==> config.mk <==
export PLATFORM = sky130hd
export DESIGN_NAME = register_file_scoreboard
export DESIGN_NICKNAME = d
export VERILOG_FILES = /design/src/rtl/register_file_scoreboard.sv
export SDC_FILE = /design/constraint.sdc
export NUM_CORES = 1
export LEC_CHECK = 0
export CORE_UTILIZATION = 43
export CTS_CLUSTER_DIAMETER = 30
export DETAILED_ROUTE_END_ITERATION = 16
export GPL_ROUTABILITY_DRIVEN = 0
export GPL_TIMING_DRIVEN = 0
export PLACE_DENSITY_LB_ADDON = 0.08
export SYNTH_ARGS = -nofsm -noshare
export SYNTH_HDL_FRONTEND = slang
export SYNTH_SLANG_ARGS = --single-unit
==> constraint.sdc <==
create_clock -name clock -period 9.1 [get_ports clock]
set_input_delay 1.82 -clock clock [delete_from_list [all_inputs] [get_ports clock]]
set_output_delay 1.82 -clock clock [all_outputs]
set_load 0.02 [all_outputs]
==> src/rtl/register_file_scoreboard.sv <==
// Decode-stage register file: N combinational read ports, a primary and an R0 write port,
// optional write-to-read bypass, and a per-register busy scoreboard feeding the hazard unit.
module register_file_scoreboard #(
  parameter int unsigned          DATA_W     = 16,
  parameter int unsigned          NUM_REGS   = 16,
  parameter int unsigned          ADDR_W     = 4,
  parameter int unsigned          READ_PORTS = 2,
  parameter int unsigned          BYPASS     = 1,
  parameter logic [DATA_W-1:0]    RESET_VAL  = '0
) (
  input  logic                           clock,
  input  logic                           reset,
  input  logic [READ_PORTS*ADDR_W-1:0]   read_reg,
  output logic [READ_PORTS*DATA_W-1:0]   read_data,
  output logic [READ_PORTS-1:0]          read_busy,
  input  logic                           reg_write,
  input  logic [ADDR_W-1:0]              write_reg,
  input  logic [DATA_W-1:0]              write_data,
  input  logic                           write_r0,
  input  logic [DATA_W-1:0]              r0,
  input  logic                           issue_en,
  input  logic [ADDR_W-1:0]              issue_reg,
  input  logic                           issue_r0,
  output logic                           busy_any
);

  logic [DATA_W-1:0]   regs_q [NUM_REGS];
  logic [DATA_W-1:0]   regs_d [NUM_REGS];
  logic [NUM_REGS-1:0] busy_q;
  logic [NUM_REGS-1:0] busy_d;
  logic [NUM_REGS-1:0] clr;

  logic pw_en;
  logic r0_en;
  logic iss_en;
  logic iss_r0_en;

  // Reset gates every enable so nothing leaks onto the bypass path while reset is held.
  assign pw_en     = reg_write & ~reset;
  assign r0_en     = write_r0  & ~reset;
  assign iss_en    = issue_en  & ~reset;
  assign iss_r0_en = issue_r0  & ~reset;

  // Addresses beyond NUM_REGS never match a loop index, so they are dropped naturally.
  // Statement order encodes priority: R0 port over primary, and set over clear.
  always_comb begin
    clr    = '0;
    busy_d = busy_q;
    for (int i = 0; i < NUM_REGS; i++) begin
      regs_d[i] = regs_q[i];
      if (pw_en && (write_reg == ADDR_W'(i))) begin
        regs_d[i] = write_data;
        clr[i]    = 1'b1;
      end
      if (r0_en && (i == 0)) begin
        regs_d[i] = r0;
        clr[i]    = 1'b1;
      end
      if (clr[i]) begin
        busy_d[i] = 1'b0;
      end
      if (iss_en && (issue_reg == ADDR_W'(i))) begin
        busy_d[i] = 1'b1;
      end
      if (iss_r0_en && (i == 0)) begin
        busy_d[i] = 1'b1;
      end
    end
  end

  always_ff @(posedge clock or posedge reset) begin
    if (reset) begin
      for (int i = 0; i < NUM_REGS; i++) begin
        regs_q[i] <= RESET_VAL;
      end
      busy_q <= '0;
    end else begin
      for (int i = 0; i < NUM_REGS; i++) begin
        regs_q[i] <= regs_d[i];
      end
      busy_q <= busy_d;
    end
  end

  // With bypass, regs_d already holds the winning same-cycle write, and a register
  // being cleared this cycle reads as not busy because its value is already forwarded.
  always_comb begin
    read_data = '0;
    read_busy = '0;
    for (int k = 0; k < READ_PORTS; k++) begin
      for (int i = 0; i < NUM_REGS; i++) begin
        if (read_reg[k*ADDR_W +: ADDR_W] == ADDR_W'(i)) begin
          read_data[k*DATA_W +: DATA_W] = (BYPASS != 0) ? regs_d[i] : regs_q[i];
          read_busy[k] = busy_q[i] & ~((BYPASS != 0) & clr[i]);
        end
      end
    end
  end

  assign busy_any = |busy_q;

endmodule
==> impl_results.rst, run 1 <==
.. list-table::
   :header-rows: 1

   * - Metric
     - Value
   * - Placed cell area
     - between 15,000 and 20,000 um2
   * - Commonest cells after routing, fill and taps aside
     - dfrtp_1, mux2_2, nand2_1
   * - Setup crit start kind
     - input pin
   * - Crit-path cells
     - clkdlybuf4s50_1, buf_2, nand4b_1, nor2_1, buf_2, mux2i_1, nor2_1, o31a_1, o21ai_0, o211ai_1, clkdlybuf4s50_1
   * - PnR worst setup slack
     - roughly 0.85 ns
   * - Worst min-delay path category
     - register to register
   * - Capture instance of the worst register-to-register path
     - busy_q[11]$_DFFE_PP0P_
   * - Antenna Violating Nets Remaining
     - 0
   * - Leading register cell type out of synthesis
     - dfrtp_1
   * - Count of maximum capacitance violations
     - 1
   * - Leakage power total
     - 9.141 nW
   * - Hold violation total from the final report
     - 0
   * - Run status
     - complete, but fails checks
   * - Unique cell type count in the Yosys netlist
     - 77
   * - Number of post-CTS setup repair buffers
     - 0
   * - Most frequent standard cell in the layout excluding fill and tap cells
     - dfrtp_1
   * - Share of the clock period used by the worst path after layout
     - about nine tenths
   * - Area inside the core boundary
     - ~35,000 um2
   * - Placement-stage worst setup slack
     - between 1 and 1.5 ns
   * - Achievable Freq
     - 0.1212 GHz
   * - Starting DRC count in detailed routing
     - around 1,800
   * - Cts repair resizes
     - 0
   * - Worst-Margin Slew
     - about 1.5 ns
   * - Chip height
     - around 190 um
   * - Slack of the worst reg-to-reg path
     - slightly above 8 ns
   * - Final Max Tran Viols
     - 0
   * - Synthesized netlist net count
     - 1,638
   * - Setup Crit Path Kind
     - input pin to output port
   * - Relative slew slack
     - under 10%
   * - CTS Buffer Depth
     - 3
   * - Number of stages on the worst hold path
     - 1
   * - Final routed wire length divided by cell count
     - just over 30 um
   * - Ratio of cells with drive above 1 in the final layout
     - between 15 and 20%
   * - Clock sink count
     - approximately 270
   * - DRC errors left
     - 0
   * - Global-route wire length before repair
     - a little under 100 mm
   * - Initial Utilization
     - ~44%
   * - Signal arrival time at the worst endpoint
     - 6.43 ns
   * - Buffer type at the clock tree root
     - clkbuf_16
   * - Yosys synthesis warning count
     - 0
   * - Share of synthesized flip-flops with an asynchronous set or reset
     - 100.0%
   * - Number of hold-repair buffers added at the cts stage
     - 0
   * - Worst Hold Path EP
     - regs_q[224]$_DFF_PP0_
   * - Number of cell instances on the worst register-to-register path
     - 2
   * - Min-delay src
     - regs_q[224]$_DFF_PP0_
   * - Full die area
     - about 37,000 um2
   * - Worst-path clk slew
     - about 0.040 ns
   * - Maximum VDD drop
     - 0.1673 mV
   * - Number of cell rows
     - 68
   * - Master of the slowest instance on the critical path
     - nor2_1
   * - Avg Vias per Cell
     - about 6.6
   * - Total non-filler cell area in the finished layout
     - around 20,000 um2
   * - Min Tclk post-route
     - ~8.3 ns
   * - CTS tree
     - yes
   * - Largest net degree at the start of global routing
     - 42
   * - HPWL after DPL
     - 48.08 mm
   * - H-tree lvl count
     - 3
   * - Required time of the critical path
     - between 7 and 8 ns
   * - Final sum of negative setup slack
     - 0 ns
   * - Number of gates on the worst path with buffers counted
     - 11
   * - Largest stage delay, worst path
     - around 1.2 ns
   * - Seq cells post-synth
     - approximately 270
   * - Number of setup violations in the final report
     - 0
   * - Via count of the first global-routing pass
     - 15,096
   * - Count of flip-flops with a built-in enable after synthesis
     - 0
   * - Detailed Routing Iterations Pass 1
     - 6
   * - Synth Area per Inst
     - 9.725 um2
   * - Buf+Inv Stages, Crit Path
     - 4
   * - IO buf count
     - 83
   * - Number of nets at the end of the flow
     - between 1,500 and 2,000
   * - Maximum net fanout on the critical path
     - 10
   * - Startpoint of the worst-slack reg-to-reg timing path
     - busy_q[11]$_DFFE_PP0P_
   * - DRT Wirelength
     - just under 70 mm
   * - Clock latency on the worst-skew pair
     - about 0.57 ns
   * - Horiz. Die Dim
     - about 190 um
   * - GRT Residual Overflow
     - 0
   * - Initial antenna violation count
     - 1
   * - Num ports
     - 89
   * - Total global routing track utilization
     - a little under two fifths
   * - Worst Skew
     - 0 ns
   * - Part of the Yosys area used for sequential elements
     - 44.18%
   * - Number of vias after detailed routing
     - between 10,000 and 15,000
   * - Number of clock buffers inserted by TritonCTS
     - 72
   * - Pwr/cell area
     - approximately 260 nW/um2
   * - Violated checks
     - capacitance limit
   * - Unrepaired setup endpoints after global routing
     - no
   * - Cell family contributing the most delay on the critical path
     - simple AND/OR/NAND/NOR gates
   * - Synthesized cell area
     - about 15,000 um2
   * - Number of instances in the synthesized netlist
     - 1,584
   * - Nature of the critical path endpoint
     - output port
   * - Layout-stage area growth over the synthesis result
     - 27.00%
## how the worst max path moves through the flow
stage | slack (ns) | endpoint | startpoint
after CTS | 1.04 | read_data[18] | reset
after detailed placement | 1.04 | read_data[18] | reset
after global routing | 0.83 | read_data[8] | reset
after floorplan | 2.74 | read_data[3] | reset
final | 0.85 | read_data[18] | reset
after global placement | 1.06 | read_data[18] | reset
## cells by family after synthesis
family                 synth area share (%)
and+or+nand+nor                       11.77
muxes                                 20.12
AOI/OAI and AO/OA                     18.10
buffers and inverters                 5.824
DFF                                   44.18
## report_power, final
| part | total [mW] | leakage, nW | switching [mW] | internal (mW) |
|---|---|---|---|---|
| Sequential | 1.51 | 3.44 | 0.0676 | 1.44 |
| Combinational | 0.924 | 4.44 | 0.578 | 0.346 |
| Clock | 2.71 | 1.26 | 0.809 | 1.90 |
| Total | 5.15 | 9.14 | 1.45 | 3.69 |
## flip-flops by register name, summed over array words and instances (netlist names)
signal,count
regs_q,256
busy_q,16
## layer usage
layer | part of all wire [%] | GRT usage [%] | up-vias
li1 | - | - | 6168
met3 | 11 | 11.44 | 341
met1 | 38 | 47.26 | 7272
met5 | 0 | 0 | -
met2 | 43 | 56.15 | 1101
met4 | 7.6 | 27.29 | 0
## area by class of cell
class / count / area, um2
fillers: 3130 / 15320
multi-input cells: 1083 / 7706
flip-flops and latches: 272 / 6807
clock buffers: 98 / 2071
repair buffers: 91 / 982.2
well taps: 455 / 569.3
clock inverters: 34 / 520.5
plain buffers: 114 / 465.4
inverters: 115 / 435.4
diodes: 3 / 7.507
## Yosys cell counts (5+ instances only)
library cell    n  area, um2
mux4_2         20      450.4
o21ai_0       105      525.5
nor2b_1        14      87.58
a21o_1          5      37.54
nor2_1        107      401.6
buf_2          15      75.07
nand3_1        54      270.3
a21oi_1        71      355.3
a221oi_1        9      78.83
o221ai_1        5      43.79
a22oi_1        13      97.59
nor4_1          8      50.05
buf_1           6      22.52
dfrtp_1       272       6807
nand2b_1       14      87.58
o211ai_1       19      142.6
o31ai_1         5      37.54
a311o_1         7      70.07
a22o_1          5      43.79
a31oi_1        29      181.4
clkbuf_1       90      337.8
mux2i_1       121       1211
a2111oi_0       5      43.79
mux2_2        125       1408
a211oi_1       23      172.7
nor3_1         25      125.1
inv_1         114      427.9
nand2_1       124      465.5
a31o_2          5      43.79
o22ai_1        73      456.7
and2_1          8      50.05
## metrics by stage
step | util, % | std cells | power (mW) | hold WS [ns]
6_report | 56.08 | 2265 | 5.146 | 0.4993
2_1_floorplan | - | 1584 | 2.090 | 0.4585
3_5_place_dp | 48.63 | 2130 | 2.416 | 0.4859
5_1_grt | 56.06 | 2262 | 5.286 | 0.5049
3_3_place_gp | 48.19 | 2122 | 2.390 | 0.4720
4_1_cts | 56.06 | 2262 | 5.116 | 0.4977
No activity file was read; power rests on OpenSTA's default activity.
==> run 2, diff against run 1 <==
--- a/config.mk
+++ b/config.mk
@@ -10,6 +10,7 @@
 export DETAILED_ROUTE_END_ITERATION = 16
 export GPL_ROUTABILITY_DRIVEN = 0
 export GPL_TIMING_DRIVEN = 0
+export HOLD_SLACK_MARGIN = 0.03
 export PLACE_DENSITY_LB_ADDON = 0.08
 export SYNTH_ARGS = -nofsm -noshare
 export SYNTH_HDL_FRONTEND = slang
==> results of run 2 <==
The final DEF is identical to that of run 1; final timing and power are the same.
==> run 3, diff against run 2 <==
--- a/config.mk
+++ b/config.mk
@@ -11,7 +11,9 @@
 export GPL_ROUTABILITY_DRIVEN = 0
 export GPL_TIMING_DRIVEN = 0
 export HOLD_SLACK_MARGIN = 0.03
+export MAX_ROUTING_LAYER = met4
 export PLACE_DENSITY_LB_ADDON = 0.08
 export SYNTH_ARGS = -nofsm -noshare
 export SYNTH_HDL_FRONTEND = slang
 export SYNTH_SLANG_ARGS = --single-unit
+export TNS_END_PERCENT = 20
==> impl_results.rst, run 3 (same netlist as run 1, synthesis figures left out) <==
.. list-table::
   :header-rows: 1

   * - Metric
     - Value
   * - Internal Dissipation
     - between 3 and 4 mW
   * - H-tree lvl count
     - 3
   * - Total global routing track utilization
     - roughly 39%
   * - Setup crit start kind
     - input pin
   * - Share of total power in the clock network
     - around 53%
   * - Maximum net fanout on the critical path
     - 10
   * - Detailed Routing Iterations Pass 1
     - 6
   * - Placement-stage worst setup slack
     - ~1.0 ns
   * - Number of vias after detailed routing
     - 14,904
   * - Min-delay src
     - regs_q[224]$_DFF_PP0_
   * - Worst Hold Path EP
     - regs_q[224]$_DFF_PP0_
   * - Num ports
     - a little under 90
   * - Area inside the core boundary
     - about 35,000 um2
   * - Number of hold-repair buffers added at the cts stage
     - 0
   * - Total power after layout
     - just over 5 mW
   * - Number of cell rows
     - 68
   * - Maximum VDD drop
     - between 0.15 and 0.2 mV
   * - Achievable Freq
     - 0.1193 GHz
   * - Pwr/cell area
     - 262.9 nW/um2
   * - Switching part of the total power
     - between 20 and 30%
   * - Number of setup violations in the final report
     - 0
   * - IO buf count
     - a little over 80
   * - DRC errors left
     - 0
   * - Chip height
     - 191.3 um
   * - Number of cell instances on the worst register-to-register path
     - 2
   * - Buffer type at the clock tree root
     - clkbuf_16
   * - Power share of the sequential group
     - between 20% and 30%
   * - Worst Skew
     - 0 ns
   * - Horiz. Die Dim
     - ~190 um
   * - Avg Vias per Cell
     - 6.586
   * - Initial Utilization
     - roughly 44%
   * - Number of post-CTS setup repair buffers
     - 0
   * - Startpoint of the worst-slack reg-to-reg timing path
     - regs_q[250]$_DFF_PP0_
   * - PnR worst setup slack
     - 0.7153 ns
   * - Number of nets at the end of the flow
     - 1,803
   * - Hold violation total from the final report
     - 0
   * - Number of stages on the worst hold path
     - 1
   * - Starting DRC count in detailed routing
     - between 1,500 and 2,000
   * - Commonest cells after routing, fill and taps aside
     - dfrtp_1, mux2_2, nand2_1
   * - Most frequent standard cell in the layout excluding fill and tap cells
     - dfrtp_1
   * - Largest registers
     - regs_q: 256 flops, busy_q: 16 flops
   * - Initial antenna violation count
     - 1
   * - Global-route wire length before repair
     - ~100 mm
   * - Run status
     - finished, final reports clean
   * - Logic pwr share
     - roughly 18%
   * - DRT Wirelength
     - a little under 70 mm
   * - Most flops, register
     - regs_q
   * - Layout-stage area growth over the synthesis result
     - 26.97%
   * - Leakage power total
     - roughly 9 nW
   * - CTS tree
     - yes
   * - GRT Residual Overflow
     - 0
   * - Final sum of negative setup slack
     - 0 ns
   * - Slack of the worst reg-to-reg path
     - about 8 ns
   * - Number of flip-flops in the largest register
     - roughly 260
   * - Largest net degree at the start of global routing
     - 42
   * - Signal arrival time at the worst endpoint
     - around 6.6 ns
   * - Nature of the critical path endpoint
     - output port
   * - Count of maximum capacitance violations
     - 0
   * - Unrepaired setup endpoints after global routing
     - no
   * - Worst-path clk slew
     - approximately 0.040 ns
   * - Worst-Margin Slew
     - about 1.4 ns
   * - Cts repair resizes
     - 0
   * - Net load switching power
     - roughly 1.5 mW
   * - Setup Crit Path Kind
     - input pin to output port
   * - Clock sink count
     - 272
   * - Share of the clock period used by the worst path after layout
     - slightly above 90%
   * - Final Max Tran Viols
     - 0
   * - Ratio of cells with drive above 1 in the final layout
     - between 10% and 20%
   * - Min Tclk post-route
     - roughly 8.4 ns
   * - HPWL after DPL
     - ~48 mm
   * - Capture instance of the worst register-to-register path
     - regs_q[250]$_DFF_PP0_
   * - Number of clock buffers inserted by TritonCTS
     - 72
   * - Worst min-delay path category
     - register to register
   * - Required time of the critical path
     - ~7.3 ns
   * - Final routed wire length divided by cell count
     - 30.29 um
   * - Clock latency on the worst-skew pair
     - between 0.5 and 0.6 ns
   * - Antenna Violating Nets Remaining
     - 0
   * - CTS Buffer Depth
     - 3
   * - Relative slew slack
     - about 4.3%
   * - Full die area
     - ~37,000 um2
   * - Via count of the first global-routing pass
     - roughly 15,000
   * - Worst hold margin
     - around 0.50 ns
## run 3: power groups by stage
stage               logic, mW  registers [mW]  clock network [mW]
finish                  0.924            1.51                2.71
global route            0.981            1.53                2.78
CTS                     0.895            1.51                2.71
detailed placement      0.891            1.53                   0
global placement        0.869            1.52                   0
floorplan               0.585            1.51                   0
## run 3: per-layer routing
layer | vias to the layer above | wire length, um | GRT usage [%] | part of all wire (%)
met2 | 1149 | 29690 | 56.12 | 43
met3 | 363 | 7406 | 10.56 | 11
met5 | - | 0 | - | 0
met1 | 7233 | 26210 | 47.81 | 38
li1 | 6159 | - | - | -
met4 | 0 | 5249 | 27.56 | 7.7
## run 3: area by class of cell
cell class                      count  area (um2)
Timing Repair Buffer               91       982.2
Buffer                            114       465.4
Sequential cell                   272        6807
Antenna cell                        1       2.502
Fill cell                        3129       15320
Tap cell                          455       569.3
Multi-Input combinational cell   1083        7706
Inverter                          115       435.4
Clock buffer                       98        2071
Clock inverter                     34       520.5
## run 3: stage by stage
step | instances | util, % | area (um2)
after floorplan | 1584 | - | 15410
after global placement | 2122 | 48.19 | 16810
after detailed placement | 2130 | 48.63 | 16970
after CTS | 2262 | 56.06 | 19560
after global routing | 2262 | 56.06 | 19560
final | 2263 | 56.07 | 19560
## run 3: critical path, stage by stage
cell	delay, ns
clkdlybuf4s50_1	0.42
buf_2	0.20
nand4b_1	0.60
nor2_1	1.27
buf_2	0.53
mux2i_1	0.32
nor2_1	0.09
o31a_1	0.31
o21ai_0	0.17
o211ai_1	0.20
clkdlybuf4s50_1	0.61
## run 3: worst max path at each step
stage / from / endpoint / slack, ns
after floorplan: reset / read_data[3] / 2.74
after detailed placement: reset / read_data[18] / 1.04
after CTS: reset / read_data[18] / 1.04
after global routing: reset / read_data[18] / 0.73
final: reset / read_data[18] / 0.72
after global placement: reset / read_data[18] / 1.06
